==> src/rtl/muldiv_seq.sv <==
// Iterative MULT/MULTU/DIV/DIVU sequencer. It borrows an external ALU for every add/sub/nor step.
// Fixed latency: a start accepted in cycle 0 produces done in cycle 37.
module muldiv_seq #(
  parameter logic [5:0] FUN_ADD = 6'b000000,
  parameter logic [5:0] FUN_SUB = 6'b000001,
  parameter logic [5:0] FUN_NOR = 6'b010001
) (
  input  logic        clk,
  input  logic        reset,
  input  logic        start,
  input  logic [1:0]  op,
  input  logic [31:0] rs,
  input  logic [31:0] rt,
  output logic        busy,
  output logic        done,
  output logic [31:0] hi,
  output logic [31:0] lo,
  output logic [31:0] alu_a,
  output logic [31:0] alu_b,
  output logic [5:0]  alu_fun,
  output logic        alu_sign,
  input  logic [31:0] alu_z
);

  typedef enum logic [2:0] {
    S_IDLE, S_NEG_A, S_NEG_B, S_ITER, S_FIX_LO, S_FIX_HI, S_DONE
  } state_t;

  state_t      state_q, state_d;
  logic        is_div_q, is_div_d;
  logic        neg_a_q, neg_a_d;
  logic        neg_b_q, neg_b_d;
  logic        lo_nz_q, lo_nz_d;
  logic        busy_q, busy_d;
  logic        done_q, done_d;
  logic [4:0]  cnt_q, cnt_d;
  logic [31:0] a_q, a_d, b_q, b_d, hi_q, hi_d, lo_q, lo_d;

  logic [31:0] t;
  logic        carry, borrow, ok, sgn;

  assign t        = {hi_q[30:0], lo_q[31]};
  assign carry    = (hi_q[31] & b_q[31]) | ((hi_q[31] | b_q[31]) & ~alu_z[31]);
  assign borrow   = (~t[31] & b_q[31]) | ((~t[31] | b_q[31]) & alu_z[31]);
  assign ok       = hi_q[31] | ~borrow;
  assign sgn      = ~op[0];
  assign alu_sign = 1'b0;
  assign busy     = busy_q;
  assign done     = done_q;
  assign hi       = hi_q;
  assign lo       = lo_q;

  // ALU operands must be combinational: alu_z is consumed in the same cycle.
  always_comb begin
    alu_a   = '0;
    alu_b   = '0;
    alu_fun = FUN_ADD;
    case (state_q)
      S_NEG_A:  begin alu_fun = FUN_SUB; alu_b = a_q; end
      S_NEG_B:  begin alu_fun = FUN_SUB; alu_b = b_q; end
      S_ITER:   begin
        alu_b = b_q;
        if (is_div_q) begin alu_fun = FUN_SUB; alu_a = t; end
        else          begin alu_fun = FUN_ADD; alu_a = hi_q; end
      end
      S_FIX_LO: begin alu_fun = FUN_SUB; alu_b = lo_q; end
      S_FIX_HI: begin
        // A nonzero negated low word means no carry into hi, so hi is just inverted.
        if (!is_div_q && lo_nz_q) begin alu_fun = FUN_NOR; alu_a = hi_q; end
        else                      begin alu_fun = FUN_SUB; alu_b = hi_q; end
      end
      default: ;
    endcase
  end

  always_comb begin
    state_d  = state_q;
    is_div_d = is_div_q;
    neg_a_d  = neg_a_q;
    neg_b_d  = neg_b_q;
    lo_nz_d  = lo_nz_q;
    cnt_d    = cnt_q;
    a_d      = a_q;
    b_d      = b_q;
    hi_d     = hi_q;
    lo_d     = lo_q;
    case (state_q)
      S_IDLE: if (start) begin
        state_d  = S_NEG_A;
        is_div_d = op[1];
        neg_a_d  = sgn & rs[31];
        neg_b_d  = sgn & rt[31];
        lo_nz_d  = 1'b0;
        cnt_d    = 5'd31;
        a_d      = rs;
        b_d      = rt;
      end
      S_NEG_A: begin
        if (neg_a_q) a_d = alu_z;
        state_d = S_NEG_B;
      end
      S_NEG_B: begin
        if (neg_b_q) b_d = alu_z;
        hi_d    = '0;
        lo_d    = a_q;
        cnt_d   = 5'd31;
        state_d = S_ITER;
      end
      S_ITER: begin
        if (is_div_q) begin
          hi_d = ok ? alu_z : t;
          lo_d = {lo_q[30:0], ok};
        end else if (lo_q[0]) begin
          hi_d = {carry, alu_z[31:1]};
          lo_d = {alu_z[0], lo_q[31:1]};
        end else begin
          hi_d = {1'b0, hi_q[31:1]};
          lo_d = {hi_q[0], lo_q[31:1]};
        end
        cnt_d = cnt_q - 5'd1;
        if (cnt_q == 5'd0) state_d = S_FIX_LO;
      end
      S_FIX_LO: begin
        if (neg_a_q ^ neg_b_q) begin
          lo_d = alu_z;
          if (!is_div_q) lo_nz_d = |lo_q;
        end
        state_d = S_FIX_HI;
      end
      S_FIX_HI: begin
        // Remainder follows the dividend's sign; product high word follows the result sign.
        if (is_div_q ? neg_a_q : (neg_a_q ^ neg_b_q)) hi_d = alu_z;
        state_d = S_DONE;
      end
      S_DONE:  state_d = S_IDLE;
      default: state_d = S_IDLE;
    endcase
    busy_d = (state_d != S_IDLE);
    done_d = (state_d == S_DONE);
  end

  always_ff @(posedge clk) begin
    if (reset) begin
      state_q  <= S_IDLE;
      is_div_q <= 1'b0;
      neg_a_q  <= 1'b0;
      neg_b_q  <= 1'b0;
      lo_nz_q  <= 1'b0;
      busy_q   <= 1'b0;
      done_q   <= 1'b0;
      cnt_q    <= '0;
      a_q      <= '0;
      b_q      <= '0;
      hi_q     <= '0;
      lo_q     <= '0;
    end else begin
      state_q  <= state_d;
      is_div_q <= is_div_d;
      neg_a_q  <= neg_a_d;
      neg_b_q  <= neg_b_d;
      lo_nz_q  <= lo_nz_d;
      busy_q   <= busy_d;
      done_q   <= done_d;
      cnt_q    <= cnt_d;
      a_q      <= a_d;
      b_q      <= b_d;
      hi_q     <= hi_d;
      lo_q     <= lo_d;
    end
  end

endmodule

==> config.mk <==
export PLATFORM = sky130hd
export DESIGN_NAME = muldiv_seq
export DESIGN_NICKNAME = d
export VERILOG_FILES = /design/src/rtl/muldiv_seq.sv
export SDC_FILE = /design/constraint.sdc
export NUM_CORES = 1
export LEC_CHECK = 0
export CORE_UTILIZATION = 37
export CTS_BUF_LIST = sky130_fd_sc_hd__clkbuf_8
export CTS_CLUSTER_SIZE = 16
export DETAILED_ROUTE_END_ITERATION = 8
export RECOVER_POWER = 50
export SETUP_SLACK_MARGIN = 0.02
export SLEW_MARGIN = 0
export SYNTH_ARGS = -nofsm -noshare
export SYNTH_HDL_FRONTEND = slang
export SYNTH_SLANG_ARGS = --single-unit
==> constraint.sdc <==
create_clock -name clk -period 2.2 [get_ports clk]
set_input_delay 0.33 -clock clk [delete_from_list [all_inputs] [get_ports clk]]
set_output_delay 0.33 -clock clk [all_outputs]
set_load 0.005 [all_outputs]
# --- Yosys cells after proc, flatten, opt, wreduce, memory -nomap -nowiden ---
# Cells that the tools add are included.
op_classes:
  reduce_logical: 21
  add_sub_neg: 1
  muxes: 33
  n_eq_ne: 12
  n_bitwise: 16
ops:
  columns: ["op", "count"]
  rows:
  - ["$mux 32", 14]
  - ["$pmux 32 s2", 3]
  - ["$pmux 32 s3", 2]
  - ["$pmux 32 s4", 1]
  - ["$reduce_or 32->1", 1]
  - ["$pmux 5 s3", 2]
  - ["$pmux 3 s6", 1]
  - ["$ne 2x2->1 const B", 6]
  - ["$reduce_bool 3->1", 4]
  - ["$mux 5", 2]
  - ["$eq 3x3->1 const B", 3]
  - ["$reduce_and 2->1", 4]
  - ["$and 1x1->1", 6]
  - ["$eq 3x2->1 const B", 2]
  - ["$mux 3", 2]
  - ["$reduce_and 3->1", 2]
  - ["$reduce_bool 2->1", 3]
  - ["$logic_not 5->1", 1]
  - ["$mux 1", 5]
  - ["$or 1x1->1", 5]
  - ["$sub 5x1->5 const B", 1]
  - ["$not 1->1", 4]
  - ["$reduce_and 4->1", 1]
  - ["$eq 3x1->1 const B", 1]
  - ["7 further kinds", 7]
totals:
  output_inout_bits: 137
  register_bits: 142
  in_bits: 101
  wordCells: 95

# --- Longest topological paths before layout ---
logic_depth:
  ltp_word: 9
  ltp_mapped: 8
  mapped_depth_nobuf: 6

# --- Worst setup path before layout ---
# No wires, ideal clock.
synth_path:
  path_type: "reg-to-output"
  start: "register state_q[0]"
  end: "output port alu_a[0]"
  arrival_time_ns: 1.580
  path_slack_ns: 0.290
  t_required_ns: 1.870
  n_path_buf: 3
  stages_incl_launch_ff: 8
  path_cell_list: "dfxtp_1 buf_2 and3b_1 clkbuf_1 a21oi_1 nor2_1 clkbuf_1 a22o_1"
synth_via:
  elab_chain_cells: 2
  word_cells_on_any_way: 3
  classes_between: "eq/ne: 2; mux: 1"
synth_rtl:
  columns: ["element", "line", "text"]
  rows:
  - ["from (decl)", "29", "state_t state_q, state_d;"]
  - ["from (signal assigned)", "157", "state_q <= state_d;"]
  - ["$eq 3x3->1 or $eq 3x2->1 (tied branches)", "58", "case (state_q)"]
  - ["$pmux 32 s2 (*)", "58", null]
  - ["to (decl)", "18", "output logic [31:0] alu_a,"]
# Mark *: on every way between the ends. The rest lies on a longest branch, timed or not.

# --- Worst setup path after layout ---
layout_path:
  start: "register state_q[0]"
  end: "output port alu_a[17]"
# Same word-level chain as after synthesis.

==> impl_metrics.py <==
metrics = {
    "sta": {
        "worst_pin_slew_ns": 0.604,
        "hold_slack_ns": 0.296,
        "fin_tns_setup_ns": -11.55,
        "rsz0062_at_grt": "true",
        "fin_crit_ns": 2.43,
        "finalMaxSlewViolations": 0,
        "setup_viol": 93,
        "finalCritPeriodShare_pct": 111,
        "slew_headroom_pct": 59.5,
        "max_freq_mhz": 411,
        "fin_ws_ns": -0.234,
        "hold_violations": 0,
        "clock_skew_ns": 0.0153,
    },
    "finish": {
        "fin_cells": 1732,
        "final_util_pct": 57.0,
        "num_antenna_cells": 0,
        "final_cell_mix": "169 x nor2_1, 165 x clkdlybuf4s50_1, 137 x dfxtp_1, 106 x nand2_1, 94 x a211oi_1",
        "fin_area_um2": 13400,
        "drive_gt1_share_pct": 21.2,
        "layout_commonest_cell": "nor2_1",
        "synthToLayoutAreaGrowth_pct": 50.8,
        "fillers": 2183,
        "nets": 1504,
    },
    "synthesis": {
        "synth_top_flop_cell": "dfxtp_1",
        "syn_area_um2": 8890,
        "synth-edff-count": 0,
        "synth_warnings": 0,
        "postSynthAreaPerCell_um2": 7.76,
        "ys_ff_latch": 142,
        "synth_seq_area_share_pct": 32.0,
        "synth_cell_type_count": 43,
        "synth_cells": 1145,
        "async_flop_share_pct": 0,
    },
    "critical_path": {
        "path_buf_inv": 5,
        "crit_family": "buffers and inverters",
        "cpPeakStageDelay_ns": 0.38,
        "critPathMaxFanout": 6,
        "path_depth": 9,
        "criticalPathCategory": "reg -> out",
        "crit_path_cell_trace": "buf_6 -> and3b_2 -> a21oi_4 -> buf_6 -> nor2_4 -> buf_12 -> buf_12 -> a22o_1 -> buf_2",
        "required_ns": 1.87,
        "crit_arrival_ns": 2.10,
        "setup.worst_path.end_class": "output pin",
        "rr_worst_depth": 10,
        "crit_slowest_cell": "dfxtp_4",
        "start_kind": "flop",
    },
    "clock_network": {
        "cts_sinks": 142,
        "clk_latency_ns": 0.47,
        "htree_levels": 4,
        "clock_path_buffers": 2,
        "cts_buffers": 17,
        "cts_tree": "done",
        "holdBufCountCts": 0,
        "clk_root_buffer_cell": "clkbuf_8",
        "clkSlewWorstSetupHoldPaths_ns": 0.09,
    },
    "detailed_routing": {
        "vias_per_cell": 6.17,
        "drc": 0,
        "ant_nets": 0,
        "route.vias.total": 10700,
        "first_iter_violations": 1201,
        "post_drt_wl_per_cell_um": 23.2,
        "drt_first_pass_iters": 6,
        "wirelength_um": 40200,
    },
    "run": {
        "cap_violations": 0,
    },
    "grt": {
        "met3_usage_pct": 5.56,
        "antenna_found_initial": 0,
        "grt_pass1_wl_um": 59900,
        "grt.met1_usage_pct": 42.5,
        "grt_max_degree": 45,
        "grt_busiest_layer": "met2",
        "overflow": 0,
        "grt_pass1_vias": 9681,
        "grt_usage_pct": 32.1,
        "met2_usage_pct": 51.8,
    },
    "power": {
        "p_total_mw": 8.30,
        "pwr_density_cell_nw_per_um2": 619,
        "total_leakage_power_nw": 4.80,
        "ir_drop_mv": 0.351,
    },
    "place": {
        "pre_cts_ws_ns": -0.283,
        "dp.cells": 1637,
        "io_buffers": 232,
        "placed_area_um2": 11900,
        "hpwl_um": 24200,
        "routabilityCongestion": 0.818,
    },
    "status": {
        "status": "finished, violations left",
        "violations": "negative setup slack",
    },
    "floorplanning": {
        "num_io_pins": 238,
        "coreArea_um2": 23500,
        "initial_core_util_pct": 37.8,
        "rows": 56,
        "die_y_um": 157,
        "die_area_um2": 24700,
        "dieWidth_um": 157,
    },
    "hold_path": {
        "hp-class": "in -> reg",
        "min_path_cells": 2,
    },
}
[logic make-up after synthesis]
family | after synthesis | synth area share, %
other | 1 | 0.0422
buffers and inverters | 138 | 6.71
multiplexers | 63 | 7.09
AO/OA/AOI/OAI | 415 | 35.3
adder cells (fa/ha/maj) | 3 | 0.394
flip-flops | 142 | 32.0
XOR/XNOR | 2 | 0.197
AND/OR/NAND/NOR | 381 | 18.3
[metal layers]
layer,wire length [µm],up-vias
met5,0,-
met4,1390,0
met3,3570,93
met2,18600,603
met1,16700,5156
li1,-,4831
[cell type report]
cell class                      instances  area, µm²  area share, %
Clock buffer                           18        248           1.85
Tap cell                              319        399           2.98
Sequential cell                       142       2860           21.3
Multi-Input combinational cell        870       5800           43.3
Inverter                                6       35.0          0.261
Timing Repair Buffer                  364       3860           28.8
Clock inverter                         13        196           1.47
[cells in the mapped netlist (all sizes together) (3+ instances only)]
cell type	n	share of area, %
inv	6	0.25
a221oi	33	3.3
nor2	181	7.6
a221o	62	7.0
clkbuf	89	3.8
a21oi	44	2.5
buf	43	2.7
nand3	34	1.9
nand2	106	4.5
nand3b	3	0.25
a22oi	34	2.9
o21ai	69	4.0
dfxtp	142	32
a21o	4	0.34
nor3	3	0.17
a211oi	95	8.1
nor2b	34	2.4
a311oi	35	3.4
nor4	8	0.56
mux2i	63	7.1
nand4	3	0.21
a22o	32	3.2
nand2b	3	0.21
[path summary, 6_finish.rpt]
kind	startpoint	to	slack, ns
max	state_q[0]	alu_a[17]	-0.23
min	reset	hi[5]	0.30
max reg2reg	state_q[0]	hi[16]	-0.13
min reg2reg	cnt_q[3]	cnt_q[3]	0.49
[power by group]
part / switching (mW) / internal [mW]
Combinational: 1.43 / 1.30
Sequential: 0.298 / 2.82
Clock: 1.08 / 1.36
[timing repair]
item	CTS	global route
endpoints found under the setup margin	68	98
pin swaps	87	35
resized for setup	367	31
buffers inserted	42	10
gates cloned	13	1
[state kept, by name, indices dropped and copies added (netlist names)]
signal    cells
a_q          32
b_q          32
hi           32
lo           32
cnt_q         5
state_q       3
busy          1
done          1
is_div_q      1
lo_nz_q       1
neg_a_q       1
neg_b_q       1
Power figures use the tool's default switching activity.
